===== src/rtl/program_counter_ras_pkg.sv =====
// rtl/program_counter_ras_pkg.sv - shared types for the fetch PC with return-address stack
package program_counter_ras_pkg;

   typedef enum logic [2:0] {
      PC_SEQ,
      PC_BR,
      PC_J,
      PC_JR,
      PC_RAS,
      PC_REDIR
   } pc_sel_t;

   localparam int RAS_DEPTH_DEFAULT = 8;

endpackage


===== src/rtl/program_counter_ras_if.sv =====
// rtl/program_counter_ras_if.sv - fetch control / PC bundle between pipeline and PC block
interface program_counter_ras_if #(
   parameter int PC_W   = 32,
   parameter int JIMM_W = 26
);
   logic              ihit;
   logic              stall;
   logic              redirect;
   logic [PC_W-1:0]   redirect_addr;
   logic              Branch;
   logic              Jump;
   logic              JR;
   logic              Call;
   logic              Ret;
   logic [PC_W-1:0]   bimm;
   logic [JIMM_W-1:0] jimm;
   logic [PC_W-1:0]   jraddr;
   logic [PC_W-1:0]   pcaddr;
   logic [PC_W-1:0]   npc;
   logic              ras_empty;
   logic              ras_full;
   logic              ras_ovf;
   logic              ras_unf;

   modport pc (
      input  ihit, stall, redirect, redirect_addr, Branch, Jump, JR, Call, Ret,
             bimm, jimm, jraddr,
      output pcaddr, npc, ras_empty, ras_full, ras_ovf, ras_unf
   );

   modport tb (
      output ihit, stall, redirect, redirect_addr, Branch, Jump, JR, Call, Ret,
             bimm, jimm, jraddr,
      input  pcaddr, npc, ras_empty, ras_full, ras_ovf, ras_unf
   );
endinterface


===== src/rtl/program_counter_ras_ras_stack.sv =====
// rtl/program_counter_ras_ras_stack.sv - circular return-address stack with push/pop/replace and flags
module ras_stack #(
   parameter int DEPTH = 8,
   parameter int W     = 32
) (
   input  logic         i_clk,
   input  logic         i_rst,
   input  logic         i_push,
   input  logic         i_pop,
   input  logic [W-1:0] i_data,
   output logic [W-1:0] o_top,
   output logic         o_empty,
   output logic         o_full,
   output logic         o_ovf,
   output logic         o_unf
);
   localparam int PW = $clog2(DEPTH);
   localparam int CW = PW + 1;
   localparam logic [CW-1:0] FULL_CNT = CW'(DEPTH);

   logic [W-1:0]  r_mem [DEPTH];
   logic [PW-1:0] r_top;
   logic [CW-1:0] r_count;
   logic          r_empty;
   logic          r_full;
   logic          r_ovf;
   logic          r_unf;

   logic [PW-1:0] w_top_n;
   logic [CW-1:0] w_count_n;
   logic          w_wr;
   logic [PW-1:0] w_wr_idx;
   logic          w_ovf_set;
   logic          w_unf_set;
   logic          w_is_full;
   logic          w_is_empty;

   assign w_is_full  = (r_count == FULL_CNT);
   assign w_is_empty = (r_count == '0);

   always_comb begin
      w_top_n   = r_top;
      w_count_n = r_count;
      w_wr      = 1'b0;
      w_wr_idx  = r_top;
      w_ovf_set = 1'b0;
      w_unf_set = 1'b0;
      // A replace (push+pop) on an empty stack degenerates to a plain push.
      if (i_push && (!i_pop || w_is_empty)) begin
         w_wr     = 1'b1;
         w_wr_idx = r_top + PW'(1);
         w_top_n  = r_top + PW'(1);
         if (w_is_full) begin
            w_ovf_set = 1'b1;
         end else begin
            w_count_n = r_count + CW'(1);
         end
      end else if (i_push && i_pop) begin
         w_wr     = 1'b1;
         w_wr_idx = r_top;
      end else if (i_pop) begin
         if (w_is_empty) begin
            w_unf_set = 1'b1;
         end else begin
            w_top_n   = r_top - PW'(1);
            w_count_n = r_count - CW'(1);
         end
      end
   end

   always_ff @(posedge i_clk) begin
      if (i_rst) begin
         r_top   <= '0;
         r_count <= '0;
         r_empty <= 1'b1;
         r_full  <= 1'b0;
         r_ovf   <= 1'b0;
         r_unf   <= 1'b0;
      end else begin
         r_top   <= w_top_n;
         r_count <= w_count_n;
         r_empty <= (w_count_n == '0);
         r_full  <= (w_count_n == FULL_CNT);
         r_ovf   <= r_ovf | w_ovf_set;
         r_unf   <= w_unf_set;
      end
   end

   always_ff @(posedge i_clk) begin
      if (!i_rst && w_wr) begin
         r_mem[w_wr_idx] <= i_data;
      end
   end

   assign o_top   = r_mem[r_top];
   assign o_empty = r_empty;
   assign o_full  = r_full;
   assign o_ovf   = r_ovf;
   assign o_unf   = r_unf;

endmodule


===== src/rtl/program_counter_ras.sv =====
// rtl/program_counter_ras.sv - fetch PC register and next-PC mux with RAS-predicted returns
module program_counter_ras
   import program_counter_ras_pkg::*;
#(
   parameter int              PC_W      = 32,
   parameter int              JIMM_W    = 26,
   parameter logic [PC_W-1:0] RESET_PC  = '0,
   parameter int              RAS_DEPTH = RAS_DEPTH_DEFAULT,
   parameter bit              USE_RAS   = 1'b1
) (
   input logic               CLK,
   input logic               RST,
   program_counter_ras_if.pc bus
);
   logic [PC_W-1:0] r_pc;
   logic [PC_W-1:0] w_npc;
   logic [PC_W-1:0] w_br_tgt;
   logic [PC_W-1:0] w_j_tgt;
   logic [PC_W-1:0] w_ras_top;
   logic [PC_W-1:0] w_next;
   logic [PC_W-1:0] w_next_al;
   logic            w_adv;
   logic            w_load;
   logic            w_ras_upd;
   logic            w_ras_empty;
   pc_sel_t         w_sel;

   assign w_adv     = bus.ihit & ~bus.stall;
   assign w_load    = bus.redirect | w_adv;
   assign w_ras_upd = w_adv & ~bus.redirect;

   assign w_npc    = r_pc + PC_W'(4);
   assign w_br_tgt = w_npc + {bus.bimm[PC_W-3:0], 2'b00};
   assign w_j_tgt  = {w_npc[PC_W-1:JIMM_W+2], bus.jimm, 2'b00};

   always_comb begin
      w_sel = PC_SEQ;
      if (bus.redirect) begin
         w_sel = PC_REDIR;
      end else if (bus.JR) begin
         w_sel = (bus.Ret && USE_RAS && !w_ras_empty) ? PC_RAS : PC_JR;
      end else if (bus.Branch) begin
         w_sel = PC_BR;
      end else if (bus.Jump) begin
         w_sel = PC_J;
      end
   end

   always_comb begin
      w_next = w_npc;
      case (w_sel)
         PC_REDIR: w_next = bus.redirect_addr;
         PC_RAS:   w_next = w_ras_top;
         PC_JR:    w_next = bus.jraddr;
         PC_BR:    w_next = w_br_tgt;
         PC_J:     w_next = w_j_tgt;
         default:  w_next = w_npc;
      endcase
      w_next_al = w_next & ~PC_W'(3);
   end

   always_ff @(posedge CLK) begin
      if (RST) begin
         r_pc <= RESET_PC;
      end else if (w_load) begin
         r_pc <= w_next_al;
      end
   end

   ras_stack #(
      .DEPTH (RAS_DEPTH),
      .W     (PC_W)
   ) u_ras (
      .i_clk   (CLK),
      .i_rst   (RST),
      .i_push  (bus.Call & w_ras_upd),
      .i_pop   (bus.Ret & w_ras_upd),
      .i_data  (w_npc),
      .o_top   (w_ras_top),
      .o_empty (w_ras_empty),
      .o_full  (bus.ras_full),
      .o_ovf   (bus.ras_ovf),
      .o_unf   (bus.ras_unf)
   );

   assign bus.ras_empty = w_ras_empty;
   assign bus.pcaddr    = r_pc;
   assign bus.npc       = w_npc;

endmodule

===== src/flat_wrapper.sv =====
// flat-port wrapper written by rule: the top's interface ports become plain ports
module program_counter_ras_flat import program_counter_ras_pkg::*;
#(
   parameter int              PC_W      = 32,
   parameter int              JIMM_W    = 26,
   parameter logic [PC_W-1:0] RESET_PC  = '0,
   parameter int              RAS_DEPTH = RAS_DEPTH_DEFAULT,
   parameter bit              USE_RAS   = 1'b1
)
  (CLK, RST, bus_ihit, bus_stall, bus_redirect, bus_redirect_addr, bus_Branch, bus_Jump, bus_JR, bus_Call, bus_Ret, bus_bimm, bus_jimm, bus_jraddr, bus_pcaddr, bus_npc, bus_ras_empty, bus_ras_full, bus_ras_ovf, bus_ras_unf);
  program_counter_ras_if #(.PC_W(PC_W), .JIMM_W(JIMM_W)) bus_i ();
  input logic CLK;
  input logic RST;
  input wire logic [$bits(bus_i.ihit)-1:0] bus_ihit;
  input wire logic [$bits(bus_i.stall)-1:0] bus_stall;
  input wire logic [$bits(bus_i.redirect)-1:0] bus_redirect;
  input wire logic [$bits(bus_i.redirect_addr)-1:0] bus_redirect_addr;
  input wire logic [$bits(bus_i.Branch)-1:0] bus_Branch;
  input wire logic [$bits(bus_i.Jump)-1:0] bus_Jump;
  input wire logic [$bits(bus_i.JR)-1:0] bus_JR;
  input wire logic [$bits(bus_i.Call)-1:0] bus_Call;
  input wire logic [$bits(bus_i.Ret)-1:0] bus_Ret;
  input wire logic [$bits(bus_i.bimm)-1:0] bus_bimm;
  input wire logic [$bits(bus_i.jimm)-1:0] bus_jimm;
  input wire logic [$bits(bus_i.jraddr)-1:0] bus_jraddr;
  output wire logic [$bits(bus_i.pcaddr)-1:0] bus_pcaddr;
  output wire logic [$bits(bus_i.npc)-1:0] bus_npc;
  output wire logic [$bits(bus_i.ras_empty)-1:0] bus_ras_empty;
  output wire logic [$bits(bus_i.ras_full)-1:0] bus_ras_full;
  output wire logic [$bits(bus_i.ras_ovf)-1:0] bus_ras_ovf;
  output wire logic [$bits(bus_i.ras_unf)-1:0] bus_ras_unf;
  assign bus_i.ihit = bus_ihit;
  assign bus_i.stall = bus_stall;
  assign bus_i.redirect = bus_redirect;
  assign bus_i.redirect_addr = bus_redirect_addr;
  assign bus_i.Branch = bus_Branch;
  assign bus_i.Jump = bus_Jump;
  assign bus_i.JR = bus_JR;
  assign bus_i.Call = bus_Call;
  assign bus_i.Ret = bus_Ret;
  assign bus_i.bimm = bus_bimm;
  assign bus_i.jimm = bus_jimm;
  assign bus_i.jraddr = bus_jraddr;
  assign bus_pcaddr = bus_i.pcaddr;
  assign bus_npc = bus_i.npc;
  assign bus_ras_empty = bus_i.ras_empty;
  assign bus_ras_full = bus_i.ras_full;
  assign bus_ras_ovf = bus_i.ras_ovf;
  assign bus_ras_unf = bus_i.ras_unf;
  program_counter_ras #(.PC_W(PC_W), .JIMM_W(JIMM_W), .RESET_PC(RESET_PC), .RAS_DEPTH(RAS_DEPTH), .USE_RAS(USE_RAS)) u_core (.CLK(CLK), .RST(RST), .bus(bus_i));
endmodule

===== config.mk =====
export PLATFORM = sky130hd
export DESIGN_NAME = program_counter_ras_flat
export DESIGN_NICKNAME = d
export VERILOG_FILES = /design/src/rtl/program_counter_ras_pkg.sv /design/src/rtl/program_counter_ras_if.sv /design/src/rtl/program_counter_ras_ras_stack.sv /design/src/rtl/program_counter_ras.sv /design/src/flat_wrapper.sv
export SDC_FILE = /design/constraint.sdc
export NUM_CORES = 1
export LEC_CHECK = 0
export ABC_AREA = 0
export CAP_MARGIN = 10
export CORE_ASPECT_RATIO = 1.2
export CORE_MARGIN = 3
export CORE_UTILIZATION = 50
export DETAILED_ROUTE_END_ITERATION = 16
export PLACE_DENSITY = 0.74
export REMOVE_ABC_BUFFERS = 1
export SLEW_MARGIN = 25
export SYNTH_ARGS = -nofsm -noshare
export SYNTH_HDL_FRONTEND = slang
export SYNTH_SLANG_ARGS = --single-unit

===== constraint.sdc =====
create_clock -name CLK -period 4.7 [get_ports CLK]
set_clock_uncertainty 0.05 [all_clocks]
set_input_delay 0.705 -clock CLK [delete_from_list [all_inputs] [get_ports CLK]]
set_output_delay 0.705 -clock CLK [all_outputs]
set_load 0.01 [all_outputs]

==> impl_metrics.prom <==
# TYPE chip_impl_metric gauge
chip_impl_info{name="outcome",value="finished clean"} 1
chip_impl_info{name="cp_top_family",value="buffers and inverters"} 1
chip_impl_info{name="mostFrequentLayoutCell",value="edfxtp_1"} 1
chip_impl_metric{name="int_pwr",unit="mW"} 4.587
chip_impl_metric{name="synth.yosys.warnings",unit=""} 0
chip_impl_metric{name="ant_nets",unit=""} 0
chip_impl_metric{name="i_o_buffers",unit=""} 189
chip_impl_metric{name="final_area",unit="sq um"} 17660
chip_impl_info{name="clk_root_buffer_cell",value="clkbuf_16"} 1
chip_impl_metric{name="vias_in_the_first_global_route",unit=""} 10260
chip_impl_metric{name="worstPathArrival",unit="ns"} 3.74
chip_impl_metric{name="length_of_the_first_detailed_routing_pass_in_iterations",unit=""} 5
chip_impl_metric{name="switching_share",unit=""} 0.2418
chip_impl_metric{name="power_density",unit="nW/um^2"} 342.6
chip_impl_info{name="synth_top_cell_by_area",value="edfxtp_1"} 1
chip_impl_metric{name="dpl-instance-area",unit="sq um"} 16700
chip_impl_metric{name="core",unit="sq um"} 27330
chip_impl_metric{name="drt-initial-drc-count",unit=""} 880
chip_impl_metric{name="finalSetupViolations",unit=""} 0
chip_impl_metric{name="worst_setup_hold_path_clk_slew",unit="ns"} 0.06
chip_impl_metric{name="initial_utilization",unit=""} 0.5127
chip_impl_metric{name="synth_compound_area_frac",unit=""} 0.1174
chip_impl_metric{name="yosys_register_bits",unit=""} 284
chip_impl_metric{name="worstPathBufferInverterCount",unit=""} 4
chip_impl_metric{name="die_y",unit="um"} 189.4
chip_impl_metric{name="overall_global_routing_usage",unit=""} 0.2586
chip_impl_metric{name="post_cts.repair.setup_buffers",unit=""} 0
chip_impl_metric{name="async_reset_ff_frac",unit=""} 0
chip_impl_metric{name="timing.critical_path.required",unit="ns"} 3.94
chip_impl_metric{name="postSynthAreaPerCell",unit="sq um"} 13.36
chip_impl_metric{name="synth-xor-area-share",unit=""} 0.03438
chip_impl_info{name="post_synth_main_area_contributors",value="edfxtp_1, mux4_2, dfxtp_1"} 1
chip_impl_info{name="timing.hold.worst.class",value="reg -> reg"} 1
chip_impl_metric{name="core.rowCount",unit=""} 66
chip_impl_metric{name="layout-drive-gt1-share",unit=""} 0.1486
chip_impl_info{name="synthFlopType",value="edfxtp_1"} 1
chip_impl_metric{name="worst_slew_pin_slew",unit="ns"} 0.8860
chip_impl_metric{name="cts_max_level",unit=""} 1
chip_impl_metric{name="routed_wirelength",unit="mm"} 39.89
chip_impl_metric{name="syn2layout_area_growth",unit="%"} 26.00
chip_impl_metric{name="yosys.area.top_type_share",unit=""} 0.5143
chip_impl_metric{name="antenna_cells_inserted",unit=""} 0
chip_impl_metric{name="clock_insertion_delay_worst_skew",unit="ns"} 0.54
chip_impl_metric{name="detail_route.vias_per_cell",unit=""} 6.031
chip_impl_metric{name="final_count_of_pins_violating_max_slew",unit=""} 0
chip_impl_metric{name="mappedNetlistArea",unit="sq um"} 14010
chip_impl_metric{name="route.vias.total",unit=""} 10050
chip_impl_info{name="grt_setup_unrepaired",value="no"} 1
chip_impl_metric{name="total_power",unit="mW"} 6.049
chip_impl_metric{name="die-area",unit="sq um"} 30080
chip_impl_metric{name="cts-hold-fix-buffers",unit=""} 0
chip_impl_info{name="worst_setup_path_end_kind",value="output pin"} 1
chip_impl_metric{name="slowest_stage_delay_cp",unit="ns"} 0.54
chip_impl_metric{name="drt-wirelength-per-cell",unit="um"} 23.94
chip_impl_metric{name="worst_slew_margin_rel",unit=""} 0.4093
chip_impl_metric{name="largest_net_degree_at_the_start_of_global_routing",unit=""} 37
chip_impl_info{name="crit_type",value="reg -> out"} 1
chip_impl_info{name="critical-path-slowest-cell",value="clkdlybuf4s50_1"} 1
chip_impl_metric{name="hpwlAfterDp",unit="mm"} 26.37
chip_impl_metric{name="grt_first_pass_wirelength",unit="mm"} 59.91
chip_impl_metric{name="grt_antenna_before_repair",unit=""} 0
chip_impl_metric{name="upper_clock_frequency_limit",unit="MHz"} 222.2
chip_impl_metric{name="gp_congestion",unit=""} 0.9121
chip_impl_metric{name="yosys.area_share.adder",unit=""} 0.03714
chip_impl_metric{name="final_min_period_over_clock_period",unit=""} 0.9573
chip_impl_info{name="synth_top_family_by_area",value="multiplexers"} 1
chip_impl_metric{name="cts_made_buffers",unit=""} 27
chip_impl_metric{name="fin_crit",unit="ns"} 4.499
chip_impl_metric{name="p_seq_frac",unit=""} 0.469
chip_impl_info{name="most-common-layout-cells",value="edfxtp_1, clkdlybuf4s50_1, nor2_1"} 1
chip_impl_metric{name="combPwrFrac",unit=""} 0.147
chip_impl_metric{name="synth.area.mux_share",unit=""} 0.1250
chip_impl_metric{name="clock_tree.buffer_depth",unit=""} 3
chip_impl_info{name="crit_chain",value="ha_1 -> nand4_1 -> nor2_1 -> buf_4 -> nand2_1 -> nor4_1 -> buf_4 -> and3_1 -> xor2_1 -> buf_4 -> clkdlybuf4s50_1"} 1
chip_impl_metric{name="irDropWorstVdd",unit="mV"} 0.3005
chip_impl_metric{name="ys_types",unit=""} 73
chip_impl_metric{name="seq_area_frac_synth",unit=""} 0.5771
chip_impl_info{name="path_common_cell",value="buf_4"} 1
chip_impl_metric{name="max_cap_violations",unit=""} 0
chip_impl_metric{name="finalHoldViolCount",unit=""} 0
chip_impl_metric{name="num-nets-final",unit=""} 1444
chip_impl_info{name="crit_path_start_kind",value="flop"} 1
chip_impl_metric{name="critical_path.max_fanout",unit=""} 9
chip_impl_metric{name="setup_tns",unit="ns"} 0
chip_impl_metric{name="leakage",unit="nW"} 6.181
chip_impl_metric{name="synthesis.instances",unit=""} 1049
chip_impl_metric{name="globalRouteOverflowTotal",unit=""} 0
chip_impl_metric{name="io_pins",unit=""} 200
chip_impl_metric{name="synth_edf_count",unit=""} 240
chip_impl_metric{name="dieWidth",unit="um"} 158.8
chip_impl_metric{name="synth-simple-area-share",unit=""} 0.08518
chip_impl_metric{name="p_sw",unit="mW"} 1.463
chip_impl_info{name="cts_tree",value="done"} 1
chip_impl_metric{name="cts.repair.resized",unit=""} 0
chip_impl_metric{name="post-route-drc-count",unit=""} 0
chip_impl_metric{name="clock-sinks",unit=""} 284
chip_impl_metric{name="clkPwrFrac",unit=""} 0.384
[logic make-up after synthesis]
group | count (synthesis)
simple gates | 249
flops | 284
mux | 100
fa+ha+maj | 41
buf+inv | 79
compound gates | 240
xor+xnor | 55
other cells | 1
[through the flow]
step | worst slack, ns | cells | util | hold WS (ns)
after CTS | 0.1752 | 1666 | 0.6460 | 0.4340
after floorplan | 0.6384 | 994 | - | 0.4550
final | 0.2005 | 1666 | 0.6460 | 0.4301
after global routing | 0.04465 | 1666 | 0.6460 | 0.4678
after global placement | 0.5818 | 1616 | 0.6111 | 0.4007
after detailed placement | 0.5000 | 1616 | 0.6111 | 0.4186
[tightest hold or removal path, cell delays in order (launching register included)]
cell	delay [ns]
dfxtp_1	0.33
a31oi_1	0.04
nor2_1	0.08
[state kept, by name, indices dropped and copies added, names as in the netlist, named ones only]
register,flops
u_core.u_ras.o_ovf,1
u_core.bus.pcaddr,30
u_core.u_ras.o_full,1
u_core.u_ras.o_unf,1
u_core.u_ras.r_top,3
u_core.u_ras.r_count,4
u_core.u_ras.r_mem,240
u_core.u_ras.o_empty,1
[worst paths after layout]
kind                                      startpoint  slack, ns  depth (start not counted)                    end
worst max-delay path            u_core.bus.pcaddr[2]       0.20                         11            bus_npc[28]
worst min-delay path              u_core.u_ras.o_ovf       0.43                          2     u_core.u_ras.o_ovf
worst min register to register    u_core.u_ras.o_ovf       0.43                          2     u_core.u_ras.o_ovf
worst max register to register  u_core.bus.pcaddr[2]       0.40                         15  u_core.bus.pcaddr[29]
[synthesized netlist by cell type, types with 3 or more instances]
master	instances
a211oi_1	6
a21o_1	14
a21oi_1	65
a221oi_1	20
a22oi_1	12
a31oi_1	10
and2_1	4
and3_1	18
and4_1	3
buf_1	3
buf_2	11
buf_4	5
clkbuf_1	39
dfxtp_1	44
edfxtp_1	240
ha_1	40
inv_1	19
mux2i_1	40
mux4_2	60
nand2_1	56
nand2b_1	3
nand3_1	25
nand4_1	12
nor2_1	75
nor2b_1	6
nor3_1	24
nor3b_1	3
nor4_1	3
o2111ai_1	7
o211a_1	3
o211ai_1	10
o21a_1	6
o21ai_0	30
o21ai_1	12
o21bai_1	4
o221a_1	3
o221ai_1	10
o22ai_1	3
or3_1	6
xnor2_1	29
xor2_1	26
[cell type report]
class | count | area [sq um]
Clock buffer | 30 | 716.9
Clock inverter | 20 | 236.5
Fill cell | 2053 | 9677
Inverter | 21 | 78.83
Multi-Input combinational cell | 689 | 5645
Sequential cell | 284 | 8094
Tap cell | 374 | 467.9
Timing Repair Buffer | 248 | 2417
[per-layer routing]
| metal | vias to the layer above | track usage | wire (um) |
|---|---|---|---|
| met5 | - | 0 | 0 |
| met4 | 0 | 0.08050 | 1187 |
| met3 | 82 | 0.04530 | 2852 |
| met2 | 431 | 0.4427 | 19790 |
| met1 | 4942 | 0.3401 | 16060 |
| li1 | 4592 | - | - |
[power groups by stage]
stage / Combinational [mW] / Clock [mW] / Sequential (mW)
after floorplan: 0.450 / 0 / 2.89
after global placement: 0.862 / 0 / 2.89
after detailed placement: 0.876 / 0 / 2.89
after CTS: 0.885 / 2.34 / 2.84
after global routing: 0.960 / 2.45 / 2.84
final: 0.889 / 2.32 / 2.84
Power figures use the tool's default switching activity.
